<file path="config.mk">
export PLATFORM = sky130hd
export DESIGN_NAME = keypad_scan_fsm
export DESIGN_NICKNAME = d
export VERILOG_FILES = /design/src/rtl/keypad_pkg.sv /design/src/rtl/keypad_row_sync.sv /design/src/rtl/keypad_scan_fsm.sv
export SDC_FILE = /design/constraint.sdc
export NUM_CORES = 1
export LEC_CHECK = 0
export BUFFER_PORTS_ARGS = -buffer_cell sky130_fd_sc_hd__buf_4
export CAP_MARGIN = 5
export CORE_MARGIN = 2
export CORE_UTILIZATION = 50
export CTS_CLUSTER_DIAMETER = 120
export DETAILED_ROUTE_END_ITERATION = 10
export PLACE_DENSITY = 0.74
export REMOVE_ABC_BUFFERS = 1
export SETUP_SLACK_MARGIN = 0.4
export SYNTH_ARGS = -nofsm -noshare
export SYNTH_HDL_FRONTEND = slang
export SYNTH_SLANG_ARGS = --single-unit
</file>
<file path="constraint.sdc">
create_clock -name Clock -period 1.9 [get_ports Clock]
set_input_delay 0.19 -clock Clock [delete_from_list [all_inputs] [get_ports Clock]]
set_output_delay 0.19 -clock Clock [all_outputs]
set_load 0.02 [all_outputs]
</file>
<file path="src/rtl/keypad_pkg.sv">
// Shared keypad-scanner definitions: FSM state encoding, default matrix geometry,
// column reset strobe and the row/column to key-code mapping.
package keypad_pkg;

    localparam int NUM_ROWS_DEF = 4;
    localparam int NUM_COLS_DEF = 4;
    localparam int CW           = $clog2(NUM_ROWS_DEF * NUM_COLS_DEF);

    typedef logic [1:0] state_t;

    localparam state_t SCAN     = 2'd0;
    localparam state_t DEBOUNCE = 2'd1;
    localparam state_t HELD     = 2'd2;
    localparam state_t RELEASE  = 2'd3;

    // Active-low one-hot strobe with column 0 driven.
    localparam logic [NUM_COLS_DEF-1:0] COL_RESET = {{(NUM_COLS_DEF-1){1'b1}}, 1'b0};

    function automatic int key_code(input int row, input int col, input int ncols);
        return row * ncols + col;
    endfunction

endpackage

</file>
<file path="src/rtl/keypad_row_sync.sv">
// Two-flop synchronizer for the raw, asynchronous active-low keypad row lines.
// Latency: 2 Clock cycles. No backpressure; samples every cycle.
// Flops reset to all-ones so a reset never looks like a pressed key.
module keypad_row_sync #(
    parameter int WIDTH = 4
) (
    input  logic             Clock,
    input  logic             Reset,
    input  logic [WIDTH-1:0] rows_raw,
    output logic [WIDTH-1:0] rows_sync
);

    logic [WIDTH-1:0] meta_q;

    always_ff @(posedge Clock) begin
        if (Reset) begin
            meta_q    <= '1;
            rows_sync <= '1;
        end else begin
            meta_q    <= rows_raw;
            rows_sync <= meta_q;
        end
    end

endmodule

</file>
<file path="src/rtl/keypad_scan_fsm.sv">
// Keypad matrix scanner: column strobing, tick-based press/release debounce, one code per press.
// Latency: KeyValid rises on the edge that samples the confirming ScanTick; rows see a 2-cycle sync delay.
// Backpressure: single-entry output held until KeyAck; confirms arriving while full set sticky Overrun.
// Build option: define KEYPAD_AUTOREPEAT_EN for auto-repeat of a held key.
module keypad_scan_fsm
    import keypad_pkg::*;
#(
    parameter int NUM_ROWS       = NUM_ROWS_DEF,
    parameter int NUM_COLS       = NUM_COLS_DEF,
    parameter int DEBOUNCE_TICKS = 4,
    parameter int REPEAT_DELAY   = 20,
    parameter int REPEAT_RATE    = 5
) (
    input  logic                                  Clock,
    input  logic                                  Reset,
    input  logic                                  ScanTick,
    input  logic [NUM_ROWS-1:0]                   Rows,
    output logic [NUM_COLS-1:0]                   Cols,
    output logic                                  KeyValid,
    output logic [$clog2(NUM_ROWS*NUM_COLS)-1:0]  KeyCode,
    input  logic                                  KeyAck,
    output logic                                  Overrun
);

    localparam int KCW  = $clog2(NUM_ROWS * NUM_COLS);
    localparam int RW   = (NUM_ROWS > 1) ? $clog2(NUM_ROWS) : 1;
    localparam int CLW  = $clog2(NUM_COLS);
    localparam int CNTW = $clog2(DEBOUNCE_TICKS + 1);

    localparam logic [NUM_COLS-1:0] COL_INIT = {{(NUM_COLS-1){1'b1}}, 1'b0};

    if (NUM_ROWS < 1 || NUM_COLS < 2 || DEBOUNCE_TICKS < 1 ||
        REPEAT_DELAY < 1 || REPEAT_RATE < 1) begin : g_bad_cfg
        $error("keypad_scan_fsm: illegal parameter combination");
    end

    logic [NUM_ROWS-1:0] rows_s;
    logic [NUM_ROWS-1:0] low;
    logic                none_low;
    logic                one_low;
    logic [RW-1:0]       low_idx;

    state_t          state_q, state_d;
    logic [CNTW-1:0] cnt_q, cnt_d, cnt_inc;
    logic [RW-1:0]   row_q, row_d;
    logic [CLW-1:0]  col_idx;
    logic            advance;
    logic            confirm_press;
    logic            confirm;
    logic            same_row;
    logic [KCW-1:0]  code_d;

    keypad_row_sync #(
        .WIDTH     (NUM_ROWS)
    ) u_row_sync (
        .Clock     (Clock),
        .Reset     (Reset),
        .rows_raw  (Rows),
        .rows_sync (rows_s)
    );

    assign low      = ~rows_s;
    assign none_low = (low == '0);
    assign one_low  = !none_low && ((low & (low - NUM_ROWS'(1))) == '0);

    always_comb begin
        low_idx = '0;
        for (int i = 0; i < NUM_ROWS; i++) begin
            if (low[i]) begin
                low_idx = RW'(i);
            end
        end
    end

    assign same_row = one_low && (low_idx == row_q);
    assign cnt_inc  = cnt_q + CNTW'(1);

    always_comb begin
        state_d       = state_q;
        cnt_d         = cnt_q;
        row_d         = row_q;
        advance       = 1'b0;
        confirm_press = 1'b0;
        if (ScanTick) begin
            case (state_q)
                SCAN: begin
                    if (one_low) begin
                        row_d = low_idx;
                        cnt_d = CNTW'(1);
                        if (DEBOUNCE_TICKS == 1) begin
                            confirm_press = 1'b1;
                            state_d       = HELD;
                        end else begin
                            state_d = DEBOUNCE;
                        end
                    end else begin
                        advance = 1'b1;
                    end
                end
                DEBOUNCE: begin
                    if (same_row) begin
                        cnt_d = cnt_inc;
                        if (cnt_inc == CNTW'(DEBOUNCE_TICKS)) begin
                            confirm_press = 1'b1;
                            state_d       = HELD;
                        end
                    end else begin
                        state_d = SCAN;
                        advance = 1'b1;
                    end
                end
                HELD: begin
                    if (none_low) begin
                        cnt_d = CNTW'(1);
                        if (DEBOUNCE_TICKS == 1) begin
                            state_d = SCAN;
                            advance = 1'b1;
                        end else begin
                            state_d = RELEASE;
                        end
                    end
                end
                RELEASE: begin
                    if (none_low) begin
                        cnt_d = cnt_inc;
                        if (cnt_inc == CNTW'(DEBOUNCE_TICKS)) begin
                            state_d = SCAN;
                            advance = 1'b1;
                        end
                    end else begin
                        state_d = HELD;
                    end
                end
                default: state_d = SCAN;
            endcase
        end
    end

`ifdef KEYPAD_AUTOREPEAT_EN
    localparam int RPT_MAX = (REPEAT_DELAY > REPEAT_RATE) ? REPEAT_DELAY : REPEAT_RATE;
    localparam int RPTW    = $clog2(RPT_MAX + 1);

    logic [RPTW-1:0] rpt_cnt;
    logic [RPTW-1:0] rpt_inc;
    logic [RPTW-1:0] rpt_limit;
    logic            rpt_phase;
    logic            stay_held;
    logic            repeat_fire;

    assign stay_held   = (state_q == HELD) && (state_d == HELD);
    assign rpt_inc     = rpt_cnt + RPTW'(1);
    // First repeat waits the long delay, later ones use the shorter rate.
    assign rpt_limit   = rpt_phase ? RPTW'(REPEAT_RATE) : RPTW'(REPEAT_DELAY);
    assign repeat_fire = ScanTick && stay_held && (rpt_inc == rpt_limit);

    always_ff @(posedge Clock) begin
        if (Reset || !stay_held) begin
            rpt_cnt   <= '0;
            rpt_phase <= 1'b0;
        end else if (ScanTick) begin
            if (repeat_fire) begin
                rpt_cnt   <= '0;
                rpt_phase <= 1'b1;
            end else begin
                rpt_cnt <= rpt_inc;
            end
        end
    end

    assign confirm = confirm_press || repeat_fire;
`else
    assign confirm = confirm_press;
`endif

    assign code_d = KCW'(key_code(int'(row_d), int'(col_idx), NUM_COLS));

    always_ff @(posedge Clock) begin
        if (Reset) begin
            state_q <= SCAN;
            cnt_q   <= '0;
            row_q   <= '0;
            col_idx <= '0;
            Cols    <= COL_INIT;
        end else begin
            state_q <= state_d;
            cnt_q   <= cnt_d;
            row_q   <= row_d;
            if (advance) begin
                col_idx <= (col_idx == CLW'(NUM_COLS - 1)) ? '0 : col_idx + CLW'(1);
                Cols    <= {Cols[NUM_COLS-2:0], Cols[NUM_COLS-1]};
            end
        end
    end

    // An ack in the same cycle as a confirm frees the slot, so the new code is taken without overrun.
    always_ff @(posedge Clock) begin
        if (Reset) begin
            KeyValid <= 1'b0;
            KeyCode  <= '0;
            Overrun  <= 1'b0;
        end else begin
            if (KeyValid && KeyAck) begin
                KeyValid <= 1'b0;
                Overrun  <= 1'b0;
            end
            if (confirm) begin
                if (!KeyValid || KeyAck) begin
                    KeyValid <= 1'b1;
                    KeyCode  <= code_d;
                end else begin
                    Overrun <= 1'b1;
                end
            end
        end
    end

endmodule
</file>
==> After elaboration in Yosys (flattened, before gate mapping) <==
Cells that the tools add are included.
{ "totals": {"register_bits": 27, "input_bits": 8, "out_inout_bits": 10} }
{ "op_classes": {"n_addsub": 4, "n_eq_ne": 12, "muxes": 34, "bitwise": 2, "n_reduce_logical": 12} }
{ "ops": {"columns": ["operator", "n"], "rows": [
  ["$mux W2", 12],
  ["$mux W1", 15],
  ["$mux W3", 4],
  ["$pmux W3 S4", 1],
  ["$reduce_and A5 Y1", 2],
  ["$logic_not A4 Y1", 2],
  ["$ne A2 B2 Y1 const B", 4],
  ["$pmux W2 S4", 1],
  ["$eq A2 B2 Y1 const B", 3],
  ["$ne A3 B3 Y1 const B", 2],
  ["$add A4 B2 Y4", 1],
  ["$and A4 B4 Y4", 1],
  ["$not A4 Y4", 1],
  ["$sub A4 B1 Y4 const B", 1],
  ["$add A3 B1 Y3 const B", 1],
  ["$eq A3 B3 Y1 const B", 1],
  ["$logic_and A1 B1 Y1", 3],
  ["$pmux W1 S3", 1],
  ["$add A2 B1 Y2 const B", 1],
  ["$eq A2 B1 Y1 const B", 1],
  ["$eq A2 B2 Y1", 1],
  ["$logic_not A1 Y1", 2],
  ["$logic_not A2 Y1", 1],
  ["$reduce_and A2 Y1", 1],
  ["$logic_or A1 B1 Y1", 1]
]} }

==> Logic depth before layout (Yosys ltp) <==
Gate-level depths: netlist (run 1).
{ "depth": {"word_depth": 10, "depth_mapped": 7, "ltp_nobuf": 6} }

==> Hierarchy <==
From an unflattened synthesis (run 1), not the netlist that was laid out.
{ "unflattened": {"cells_unflattened": 145, "area_unflattened_um2": 1327.5} }
{ "by_module_without_submodules": {"columns": ["module", "instances", "cells_each", "area_per_inst_um2", "seq_area_each_um2"], "rows": [
  ["keypad_scan_fsm", 1, 129, 1117.3, 380.4],
  ["keypad_row_sync", 1, 16, 210.2, 160.2]
]} }

==> Worst setup path after synthesis (run 1) <==
Ideal clock, no wire load.
{ "synth_path": {"path_type": "flip-flop to flip-flop", "startpoint": "register u_row_sync.rows_sync[0]", "endpoint": "register col_idx[0]", "t_arrival_ns": 1.797, "t_required_ns": 1.779, "setup_slack_ns": -0.019, "stages_incl_launch_ff": 8, "period_less_slack_ns": 1.919, "cell_sequence": "dfxtp_1 -> buf_6 -> or3b_4 -> a211oi_4 -> nor3_2 -> o221a_1 -> buf_6 -> mux2_4"} }
{ "synth_via": {"elab_chain_cells": 9, "word_cells_on_any_way": 13, "cone_classes": "add/sub: 1; mux: 5; bitwise: 2; reduce/logical: 5"} }
{ "synth_lines": {"columns": ["item", "line", "source"], "rows": [
  ["start: declaration", "keypad_row_sync.sv:10", "output logic [WIDTH-1:0] rows_sync"],
  ["start signal: assignment", "keypad_row_sync.sv:21", "rows_sync <= meta_q;"],
  ["$not A4 Y4 *", "keypad_scan_fsm.sv:62", "assign low = ~rows_s;"],
  ["$sub A4 B1 Y4", "keypad_scan_fsm.sv:64", "assign one_low = !none_low && ((low & (low - NUM_ROWS'(1))) == '0);"],
  ["$and A4 B4 Y4", "keypad_scan_fsm.sv:64", null],
  ["$logic_not A4 Y1", "keypad_scan_fsm.sv:64", null],
  ["$logic_and A1 B1 Y1", "keypad_scan_fsm.sv:64", null],
  ["$logic_and A1 B1 Y1", "keypad_scan_fsm.sv:75", "assign same_row = one_low && (low_idx == row_q);"],
  ["$mux W1", "keypad_scan_fsm.sv:101", "if (same_row) begin"],
  ["$pmux W1 S3 *", "keypad_scan_fsm.sv:85", "case (state_q)"],
  ["$mux W1 *", "keypad_scan_fsm.sv:84", "if (ScanTick) begin"],
  ["end signal: assignment", "keypad_scan_fsm.sv:189", "col_idx <= (col_idx == CLW'(NUM_COLS - 1)) ? '0 : col_idx + CLW'(1);"],
  ["end: declaration", "keypad_scan_fsm.sv:46", "logic [CLW-1:0] col_idx;"]
]} }
Every way passes the cells marked *; elsewhere a longest branch is shown, timed or not.
A chain may end at the register's enable or synchronous reset.

==> Worst setup path in the final report (run 1) <==
{ "layout_path": {"startpoint": "register u_row_sync.rows_sync[0]", "endpoint": "register KeyValid"} }
{ "layout_via": {"elab_chain_cells": 10, "word_cells_on_any_way": 12, "cone_classes": "add/sub: 1; mux: 4; bitwise: 2; reduce/logical: 5"} }
{ "layout_lines": {"columns": ["item", "line", "source"], "rows": [
  ["$not A4 Y4 *", "keypad_scan_fsm.sv:62", null],
  ["$sub A4 B1 Y4", "keypad_scan_fsm.sv:64", null],
  ["$and A4 B4 Y4", "keypad_scan_fsm.sv:64", null],
  ["$logic_not A4 Y1", "keypad_scan_fsm.sv:64", null],
  ["$logic_and A1 B1 Y1 *", "keypad_scan_fsm.sv:64", null],
  ["$logic_and A1 B1 Y1 *", "keypad_scan_fsm.sv:75", null],
  ["$mux W1 *", "keypad_scan_fsm.sv:101", null],
  ["$mux W1 *", "keypad_scan_fsm.sv:85", null],
  ["$mux W1 *", "keypad_scan_fsm.sv:84", null],
  ["$mux W1 *", "keypad_scan_fsm.sv:206", "if (confirm) begin"],
  ["end signal: assignment", "keypad_scan_fsm.sv:198", "KeyValid <= 1'b0;"],
  ["end signal: assignment", "keypad_scan_fsm.sv:203", "KeyValid <= 1'b0;"],
  ["end signal: assignment", "keypad_scan_fsm.sv:208", "KeyValid <= 1'b1;"],
  ["end: declaration", "keypad_scan_fsm.sv:19", "output logic KeyValid,"]
]} }
Marks and branches as above.

==> summary.md, run 1 <==
| Metric | Value |
|---|---|
| Htree depth | 1 |
| CP max FO | 6 |
| Actual slew at the worst max-slew pin | 0.604 ns |
| Mapped Cells | 140 |
| CTS tree | yes |
| Mapped Area | 0.00134 sq mm |
| Finished Layout Cells | 199 |
| GRT Util Overall | 20.9% |
| Vias in the first global route | 1198 |
| # IOs | 18 |
| Clock latency on the worst-skew pair | 0.32 ns |
| Site Rows | 18 |
| Clock period minus worst slack | 1.80 ns |
| RSZ-0062 raised after global routing | yes |
| GPL Wtd Cong | 0.828 |
| #FFs+latches synth | 27 |
| Clock skew | 0.00268 ns |
| Largest delay share family, worst path | compound AO/OA/AOI/OAI gates |
| HP Class | input pin to flop |
| Post-synthesis area per instance | 9.57 sq um |
| Remaining DRCs | 0 |
| Setup WS pre-CTS | -0.00938 ns |
| Final #Nets | 181 |
| Number of antenna violations at the first check in global routing | 0 |
| Slowest stage cell, crit path | or3b_4 |
| Area Overhead vs Synth | 25.8% |
| Synth unique cells | 42 |
| Max-cap violations | 0 |
| Routed vias/inst | 5.88 |
| Initial Util | 53.6% |
| Drt wl/cell | 14.8 um |
| Ys flop type | dfxtp_1 |
| Clk buf depth | 2 |
| Antenna Nets Post-Route | 0 |
| FFs w/ async S/R, synth | 0% |
| Status | finished clean |
| Core area | 0.00250 sq mm |
| CP required | 2.17 ns |
| Buf/Inv on CP | 2 |
| First-pass GRT wire length | 5.26 mm |
| Diode count | 0 |
| Synth warn | 0 |
| Static Leakage | 0.717 nW |
| Final Hold Fails | 0 |
| Critical path cell sequence | or3b_4, a211oi_4, o211ai_1, buf_4, buf_6, a21oi_2 |
| Clock-pin slew on the worst setup and hold paths | 0.14 ns |
| Fin crit share | 95.0% |
| Root Driver | clkbuf_4 |
| Drt initial violations | 40 |
| Fin worst setup slack | 0.0952 ns |
| Die Y | 55.8 um |
| Largest net degree at the start of global routing | 26 |
| Number of enable flip-flop cells after synthesis | 0 |
| Die Wd | 55.8 um |
| Delay of the slowest critical-path stage | 0.40 ns |
| Crit path launch type | flop |
| DIE AREA | 0.00311 sq mm |
| Layout cell share with drive strength beyond 1 | 43.2% |
| Final HPWL DP | 2.00 mm |
| Worst Setup Path Type | flop to flop |
| Fmax | 554 MHz |
| Nature of the critical path endpoint | flop |
| Max VDD drop | 673 uV |
| Power Density | 632 mW/mm^2 |
| Slew Limit Fails | 0 |
| TritonCTS sink count | 27 |
| Grt total ovfl | 0 |
| Vias | 1171 |
| CTS buffer count | 3 |
| PortBufs | 17 |
| Relative slew slack | 59.6% |
| Pre-Repair DR Iteration Count | 4 |
| Sequential fraction of the synthesis area | 40.3% |
| Cells after DPL | 184 |
| Final setup viols | 0 |
| Critical path arrival | 2.07 ns |
| Drt total wl | 2.94 mm |
cells in the final DEF (no fill, tap or decap), types with 2 or more instances in the layout:
cell type,count
nor2b_1,2
ha_1,3
a31oi_1,2
a211o_1,2
nor3b_1,2
o211ai_1,5
nand3_1,6
nor2_1,7
nand2_1,8
dfxtp_2,7
nor3_2,2
or2_2,9
o211a_1,3
dfxtp_1,20
and3_1,3
a21oi_1,6
inv_1,4
o21ai_0,2
mux2i_1,6
nand3b_1,4
clkbuf_4,3
buf_6,5
buf_4,28
a21oi_2,2
o2111ai_1,2
o21ai_2,3
cell usage after synthesis (all sizes together), types with 3 or more instances:
cell,n,area [sq um]
dfxtp,27,541
a21oi,9,56.3
or2,9,56.3
nand2,8,30.0
nor2,7,26.3
buf,6,56.3
mux2i,6,60.1
nand3,6,30.0
o211ai,5,37.5
o21ai,5,25.0
inv,4,15.0
nand3b,4,30.0
a211oi,3,35.0
and3,3,18.8
ha,3,37.5
nor3,3,20.0
o211a,3,30.0
path summary, 6_finish.rpt:
check | from | endpoint | slack, ns | depth (start not counted)
max | u_row_sync.rows_sync[0] | KeyValid | 0.1 | 6
min | Rows[1] | u_row_sync.meta_q[1] | 0.04 | 2
max reg2reg | u_row_sync.rows_sync[0] | KeyValid | 0.1 | 6
min reg2reg | u_row_sync.meta_q[2] | u_row_sync.rows_sync[2] | 0.42 | 1
stage by stage:
step | area (sq um) | setup TNS, ns | hold WS, ns | power, mW | utilization [%]
6_report | 1690 | 0 | 0.0400 | 1.06 | 67.4
5_1_grt | 1690 | 0 | 0.0269 | 1.12 | 67.4
4_1_cts | 1600 | 0 | 0.0329 | 1.05 | 64.0
3_5_place_dp | 1480 | -0.00938 | 0.381 | 0.795 | 59.2
3_3_place_gp | 1480 | 0 | 0.375 | 0.786 | 59.2
2_1_floorplan | 1280 | -0.0786 | 0.259 | 0.730 | -
state kept, by name (all words and copies together) (netlist names):
register              count
Cols                      4
KeyCode                   4
KeyValid                  1
Overrun                   1
cnt_q                     3
col_idx                   2
row_q                     2
state_q                   2
u_row_sync.meta_q         4
u_row_sync.rows_sync      4
cells by family (layout without fill, tap and decap cells):
family | after synthesis | after routing | share of synthesized area [%]
simple gates | 50 | 50 | 21.6
compound gates | 38 | 38 | 21.8
flops | 27 | 27 | 40.3
buf+inv | 12 | 41 | 5.88
mux | 7 | 7 | 5.60
fa+ha+maj | 3 | 3 | 2.80
xor+xnor | 3 | 3 | 1.96
what timing repair did:
item,CTS,global route
endpoints found under the hold margin,0,0
pin swaps,15,10
gates resized for setup,15,13
hold buffers,0,0
setup endpoints to repair,18,19
buffers inserted,6,5
report_power, final:
part	switching [mW]	internal, mW	leakage [nW]
logic	0.101	0.103	0.479
registers	0.0228	0.595	0.221
clock network	0.164	0.0790	0.0177
routing by layer:
layer	vias to the layer above	part of all wire (%)	global-route usage, %
met5	-	0	0
met4	0	1.7	9.41
met3	8	4.4	4.42
met2	25	51	35.5
met1	567	43	25.1
li1	571	-	-
final cells by class:
class / count / area [sq um]
Multi-Input combinational cell: 101 / 790
Inverter: 4 / 15.0
Sequential cell: 27 / 549
Clock inverter: 1 / 5.00
Timing Repair Buffer: 33 / 267
Fill cell: 202 / 815
Tap cell: 30 / 37.5
Clock buffer: 3 / 22.5
No activity file was read; power rests on OpenSTA's default activity.
==> run 2: changes to the inputs <==
Settings changed: PLACE_DENSITY 0.74 to 0.71.
==> run 2 against run 1 <==
Against the previous run:
- sequential power is essentially flat
- final cell count is 2.0% higher
- core utilization increased by 2.6 points
- clock power hardly changed
- via count is 1.0% higher
- critical path depth unchanged
- clock-buffer cell count up 1
- non-clock buffer count up 4
- maximum frequency down 4.3%
- critical endpoint is now KeyCode[2]
==> summary.md, run 2 (synthesis results as in run 1) <==
| Metric | Value |
|---|---|
| Clk buf depth | 2 (unchanged) |
| First-pass GRT wire length | 5.28 mm (was 5.26 mm) |
| Finished Layout Cells | 203 (was 199) |
| Critical path depth | 6 (unchanged) |
| Final Hold Fails | 0 (unchanged) |
| Nature of the critical path endpoint | flop (unchanged) |
| Vias | 1183 (was 1171) |
| Largest delay share family, worst path | compound AO/OA/AOI/OAI gates (unchanged) |
| Area Overhead vs Synth | 30.5% (was 25.8%) |
| Vias in the first global route | 1179 (was 1198) |
| RSZ-0062 raised after global routing | yes (unchanged) |
| Clock latency on the worst-skew pair | 0.32 ns (about the same) |
| Hold_sp | Rows[2] (was Rows[1]) |
| Status | finished clean (unchanged) |
| Most frequent cells in the layout | buf_4, dfxtp_1, or2_2 (unchanged) |
| Commonest non-fill, non-tap cell in the layout | buf_4 (unchanged) |
| Cells after DPL | 184 (unchanged) |
| Drt total wl | 3.05 mm (was 2.94 mm) |
| PortBufs | 17 (unchanged) |
| Number of antenna violations at the first check in global routing | 0 (unchanged) |
| Max-cap violations | 0 (unchanged) |
| Reg2reg start | u_row_sync.rows_sync[2] (was u_row_sync.rows_sync[0]) |
| Delay of the slowest critical-path stage | 0.51 ns (was 0.40 ns) |
| Finished layout cell area | 0.00175 sq mm (was 0.00169 sq mm) |
| Clock skew | 0.0121 ns (was 0.00268 ns) |
| Critical Path Most Common Cell | o211ai_1 |
| Static Leakage | 0.722 nW (was 0.717 nW) |
| Layout cell share with drive strength beyond 1 | 47.4% (was 43.2%) |
| Area after DPL | 0.00148 sq mm (unchanged) |
| Antenna Nets Post-Route | 0 (unchanged) |
| Buf/Inv on CP | 1 (was 2) |
| Core area | 0.00250 sq mm (unchanged) |
| Worst Setup Path Type | flop to flop (unchanged) |
| Slew Limit Fails | 0 (unchanged) |
| Fin crit share | 99.3% (was 95.0%) |
| Largest net degree at the start of global routing | 26 (unchanged) |
| Initial Util | 53.6% (unchanged) |
| Diode count | 0 (unchanged) |
| Routed met1 length | 1.34 mm (was 1.28 mm) |
| CP required | 2.12 ns (was 2.17 ns) |
| Drt initial violations | 24 (was 40) |
| TritonCTS sink count | 27 (unchanged) |
| HP Class | input pin to flop (unchanged) |
| Worst hold path depth | 2 (unchanged) |
| Worst r2r path cells | 6 (unchanged) |
| Hold_buf cts | 0 (unchanged) |
| Actual slew at the worst max-slew pin | 0.531 ns (was 0.604 ns) |
| Clock-pin slew on the worst setup and hold paths | 0.14 ns (about the same) |
| Setup WS pre-CTS | 0.0373 ns (was -0.00938 ns) |
| Final HPWL DP | 1.97 mm (was 2.00 mm) |
| CTS buffer count | 3 (unchanged) |
| Site Rows | 18 (unchanged) |
| GPL Wtd Cong | 0.781 (was 0.828) |
| Power Density | 614 mW/mm^2 (was 632 mW/mm^2) |
| CP max FO | 5 (was 6) |
| Critical path cell sequence | or3b_2, a21oi_4, o211ai_1, buf_4, o211ai_1, o41ai_1 (was or3b_4, a211oi_4, o211ai_1, buf_4, buf_6, a21oi_2) |
| Worst reg2reg endpoint | KeyCode[2] (was KeyValid) |
| Pre-Repair DR Iteration Count | 4 (unchanged) |
| Met2 wire len | 1.56 mm (was 1.49 mm) |
| Flop-to-flop setup slack | 0.01 ns (was 0.1 ns) |
| Final Power | 1.07 mW (was 1.06 mW) |
| # IOs | 18 (unchanged) |
| Die Y | 55.8 um (unchanged) |
| Worst Hold Path EP | u_row_sync.meta_q[2] (was u_row_sync.meta_q[1]) |
| Htree depth | 1 (unchanged) |
| Top Metal Used | met4 (unchanged) |
| Final #Nets | 185 (was 181) |
| Root Driver | clkbuf_4 (unchanged) |
| CTS tree | yes (unchanged) |
| Critical path arrival | 2.10 ns (was 2.07 ns) |
| Fmax | 530 MHz (was 554 MHz) |
| Slowest stage cell, crit path | or3b_2 (was or3b_4) |
| Wire length on met3 | 68 um (was 128 um) |
| DIE AREA | 0.00311 sq mm (unchanged) |
| Routed vias/inst | 5.83 (was 5.88) |
| Clock period minus worst slack | 1.89 ns (was 1.80 ns) |
| Relative slew slack | 64.6% (was 59.6%) |
| Crit path launch type | flop (unchanged) |
| Fin worst setup slack | 0.0139 ns (was 0.0952 ns) |
| GRT Util Overall | 21.0% (was 20.9%) |
| Remaining DRCs | 0 (unchanged) |
| Drt wl/cell | 15.0 um (was 14.8 um) |
| Max VDD drop | 533 uV (was 673 uV) |
| Die Wd | 55.8 um (unchanged) |
| Grt total ovfl | 0 (unchanged) |
| Final setup viols | 0 (unchanged) |
## run 2: area by class of cell
type	count	area [sq um]
Fill cell	191	751
Tap cell	30	37.5
Timing Repair Buffer	37	289
Sequential cell	27	549
Multi-Input combinational cell	101	832
Clock buffer	4	26.3
Inverter	4	15.0
## run 2: how the worst max path moves through the flow
stage	startpoint	to	slack, ns
2_1_floorplan	u_row_sync.rows_sync[1]	col_idx[0]	-0.08
3_3_place_gp	u_row_sync.rows_sync[0]	KeyCode[2]	0.09
3_5_place_dp	u_row_sync.rows_sync[2]	Cols[0]	0.04
4_1_cts	u_row_sync.rows_sync[0]	col_idx[0]	0.12
5_1_grt	u_row_sync.rows_sync[2]	KeyCode[2]	-0.07
6_report	u_row_sync.rows_sync[2]	KeyCode[2]	0.01
## run 2: power breakdown
part	internal [mW]	leakage (nW)	switching (mW)
registers	0.595	0.221	0.0239
logic	0.107	0.486	0.107
clock network	0.0823	0.0150	0.159
## run 2: routing by layer
metal	up-vias	track usage (%)
li1	581	-
met1	570	25.2
met2	23	37.1
met3	9	3.02
met4	0	9.06
met5	-	0
## run 2: through the flow
stage                     util (%)  hold slack, ns  setup TNS [ns]
final                         70.0          0.0350               0
after global routing          70.0          0.0250          -0.115
after CTS                     65.5          0.0335               0
after detailed placement      59.2           0.378               0
after global placement        59.2           0.374               0
after floorplan                  -           0.259         -0.0786
## run 2: timing repair
| item | CTS | global route |
|---|---|---|
| buffers inserted | 9 | 6 |
| setup endpoints to repair | 19 | 19 |
| gates cloned | 0 | 0 |
| gates resized for setup | 21 | 15 |
| pin swaps | 18 | 6 |
==> run 3: changes to the inputs <==
Settings changed: PLACE_DENSITY 0.71 to 0.68.
Clock period 1.9 ns to 2.2 ns, I/O delays scaled along.
==> run 3 against run 2 <==
Against the previous run:
- die area stayed put
- maximum frequency rose by 2.1%
- worst hold slack better by 0.033 ns
- non-clock buffer count is 7 lower
- clock power down 12%
- sequential power down 14%
- global-route usage is 3.2 points lower
- sequential share of layout area rose by 2.9 points
- core utilization shrank 4.8 points
- sequential cell count stayed put
- register-to-register slack better by 0.34 ns
==> summary.md, run 3 (synthesis results as in run 1) <==
| Metric | Value |
|---|---|
| Status | finished clean (unchanged) |
| Die Y | 55.8 um (unchanged) |
| Cells after DPL | 180 (was 184) |
| Fill cell count | 209 (was 191) |
| Drt total wl | 2.81 mm (was 3.05 mm) |
| Largest net degree at the start of global routing | 26 (unchanged) |
| Grt total ovfl | 0 (unchanged) |
| TritonCTS sink count | 27 (unchanged) |
| Nature of the critical path endpoint | flop (unchanged) |
| Slowest stage cell, crit path | or3b_4 (was or3b_2) |
| CTS tree | yes (unchanged) |
| Reg area | 559 sq um (was 549 sq um) |
| Reg power frac | 59.2% (was 57.6%) |
| First-pass GRT wire length | 4.46 mm (was 5.28 mm) |
| # IOs | 18 (unchanged) |
| Final #Nets | 178 (was 185) |
| Worst Hold Path EP | u_row_sync.meta_q[2] (unchanged) |
| Actual slew at the worst max-slew pin | 0.509 ns (was 0.531 ns) |
| Static Leakage | 0.677 nW (was 0.722 nW) |
| Vias | 1119 (was 1183) |
| Clock skew | 0.00516 ns (was 0.0121 ns) |
| Drt wl/cell | 14.3 um (was 15.0 um) |
| PortBufs | 17 (unchanged) |
| Clock latency on the worst-skew pair | 0.32 ns (about the same) |
| Vias in the first global route | 1008 (was 1179) |
| Switching portion of total power | 26.6% (was 27.0%) |
| Combinational fraction of design power | 17.2% (was 20.0%) |
| Initial Util | 53.6% (unchanged) |
| Die Wd | 55.8 um (unchanged) |
| Worst Setup Path Type | flop to flop (unchanged) |
| GPL Wtd Cong | 0.766 (was 0.781) |
| Root Driver | clkbuf_4 (unchanged) |
| Final setup viols | 0 (unchanged) |
| Power Density | 552 mW/mm^2 (was 614 mW/mm^2) |
| Pre-Repair DR Iteration Count | 4 (unchanged) |
| GRT Util Overall | 17.8% (was 21.0%) |
| CP required | 2.43 ns (was 2.12 ns) |
| Most frequent cells in the layout | buf_4, dfxtp_1, or2_2 (unchanged) |
| Fmax | 541 MHz (was 530 MHz) |
| Htree depth | 1 (unchanged) |
| Max VDD drop | 450 uV (was 533 uV) |
| Clk buf depth | 2 (unchanged) |
| Worst reg2reg endpoint | col_idx[0] (was KeyCode[2]) |
| Grt met2 use | 30.4% (was 37.1%) |
| Final Power | 899 uW (was 1.07 mW) |
| Critical path arrival | 2.07 ns (was 2.10 ns) |
| CP Launch Point | row_q[0] (was u_row_sync.rows_sync[2]) |
| Met3 Use GR | 2.79% (was 3.02%) |
| Number of antenna violations at the first check in global routing | 0 (unchanged) |
| Crit path launch type | flop (unchanged) |
| Area after DPL | 0.00145 sq mm (was 0.00148 sq mm) |
| Area of the multi-input gates | 753 sq um (was 832 sq um) |
| Met1 GRT Util | 22.7% (was 25.2%) |
| Reg2reg start | row_q[0] (was u_row_sync.rows_sync[2]) |
| Routed vias/inst | 5.71 (was 5.83) |
| Flop-to-flop setup slack | 0.35 ns (was 0.01 ns) |
| Final HPWL DP | 1.87 mm (was 1.97 mm) |
| Diode count | 0 (unchanged) |
| Delay of the slowest critical-path stage | 0.40 ns (was 0.51 ns) |
| Remaining DRCs | 0 (unchanged) |
| Total Neg Setup Slack | 0 ns (unchanged) |
| Clock-pin slew on the worst setup and hold paths | 0.14 ns (about the same) |
| Drt initial violations | 14 (was 24) |
| HP Class | input pin to flop (unchanged) |
| CP max FO | 5 (unchanged) |
| Worst r2r path cells | 5 (was 6) |
| Finished layout cell area | 0.00163 sq mm (was 0.00175 sq mm) |
| DIE AREA | 0.00311 sq mm (unchanged) |
| Busiest grt layer | met2 (unchanged) |
| RSZ-0062 raised after global routing | yes (unchanged) |
| Slew Limit Fails | 0 (unchanged) |
| Final Hold Fails | 0 (unchanged) |
| Clock power share | 23.6% (was 22.4%) |
| Commonest non-fill, non-tap cell in the layout | buf_4 (unchanged) |
| Antenna Nets Post-Route | 0 (unchanged) |
| Finished Layout Cells | 196 (was 203) |
| Max-cap violations | 0 (unchanged) |
| Internal | 660 uW (was 784 uW) |
| Layout cell share with drive strength beyond 1 | 39.2% (was 47.4%) |
| Worst hold path depth | 2 (unchanged) |
| CTS buffer count | 3 (unchanged) |
| Area Overhead vs Synth | 21.6% (was 30.5%) |
| Psw | 239 uW (was 290 uW) |
| Clock period minus worst slack | 1.85 ns (was 1.89 ns) |
| Relative slew slack | 66.0% (was 64.6%) |
| Critical path cell sequence | or3b_4, a211oi_4, nor3_2, o221a_1, mux2_4 (was or3b_2, a21oi_4, o211ai_1, buf_4, o211ai_1, o41ai_1) |
| Fin crit share | 84.0% (was 99.3%) |
| Hold_sp | Rows[2] (unchanged) |
| Core area | 0.00250 sq mm (unchanged) |
| Site Rows | 18 (unchanged) |
==> run 3: layer usage <==
layer | share of wire, % | wire, um
met1 | 46 | 1290
met5 | 0 | 0
met2 | 51 | 1440
met3 | 1.8 | 51
met4 | 0.78 | 22
==> run 3: how the worst max path moves through the flow <==
stage	endpoint	slack [ns]	cells after the start
after CTS	col_idx[0]	0.37	5
after global placement	col_idx[0]	0.24	5
after detailed placement	KeyCode[2]	0.12	4
after global routing	Cols[3]	0.29	6
final	col_idx[0]	0.35	5
after floorplan	col_idx[0]	0.22	5
==> run 3: power by group through the flow <==
stage	sequential, mW	combinational, mW	clock [mW]
floorplan	0.551	0.0794	0
global placement	0.547	0.129	0
detailed placement	0.549	0.132	0
CTS	0.532	0.144	0.215
global route	0.535	0.169	0.238
finish	0.532	0.155	0.212
==> run 3: what timing repair did <==
item,in CTS,in global routing
resized for setup,12,17
hold buffers,0,0
endpoints found under the setup margin,15,14
setup buffers,9,3
pin swaps,8,8
==> run 3: per-stage QoR <==
step	setup WS [ns]	utilization, %	hold WS (ns)
global placement	0.238	58.0	0.393
floorplan	0.221	-	0.289
finish	0.352	65.2	0.0675
CTS	0.367	62.3	0.0651
detailed placement	0.120	58.0	0.396
global route	0.289	65.2	0.0498
==> run 3: cell type report <==
type	count	share of cell area (%)
Clock buffer	4	1.61
Sequential cell	27	34.3
Tap cell	30	2.30
Multi-Input combinational cell	101	46.2
Timing Repair Buffer	30	14.6
Inverter	4	0.922
==> run 3: critical path: cells and delay by family (launching register included) <==
family | cells | cell delay [ns]
multiplexers | 1 | 0.30
flip-flops | 1 | 0.36
AO/OA/AOI/OAI | 2 | 0.59
AND/OR/NAND/NOR | 2 | 0.50
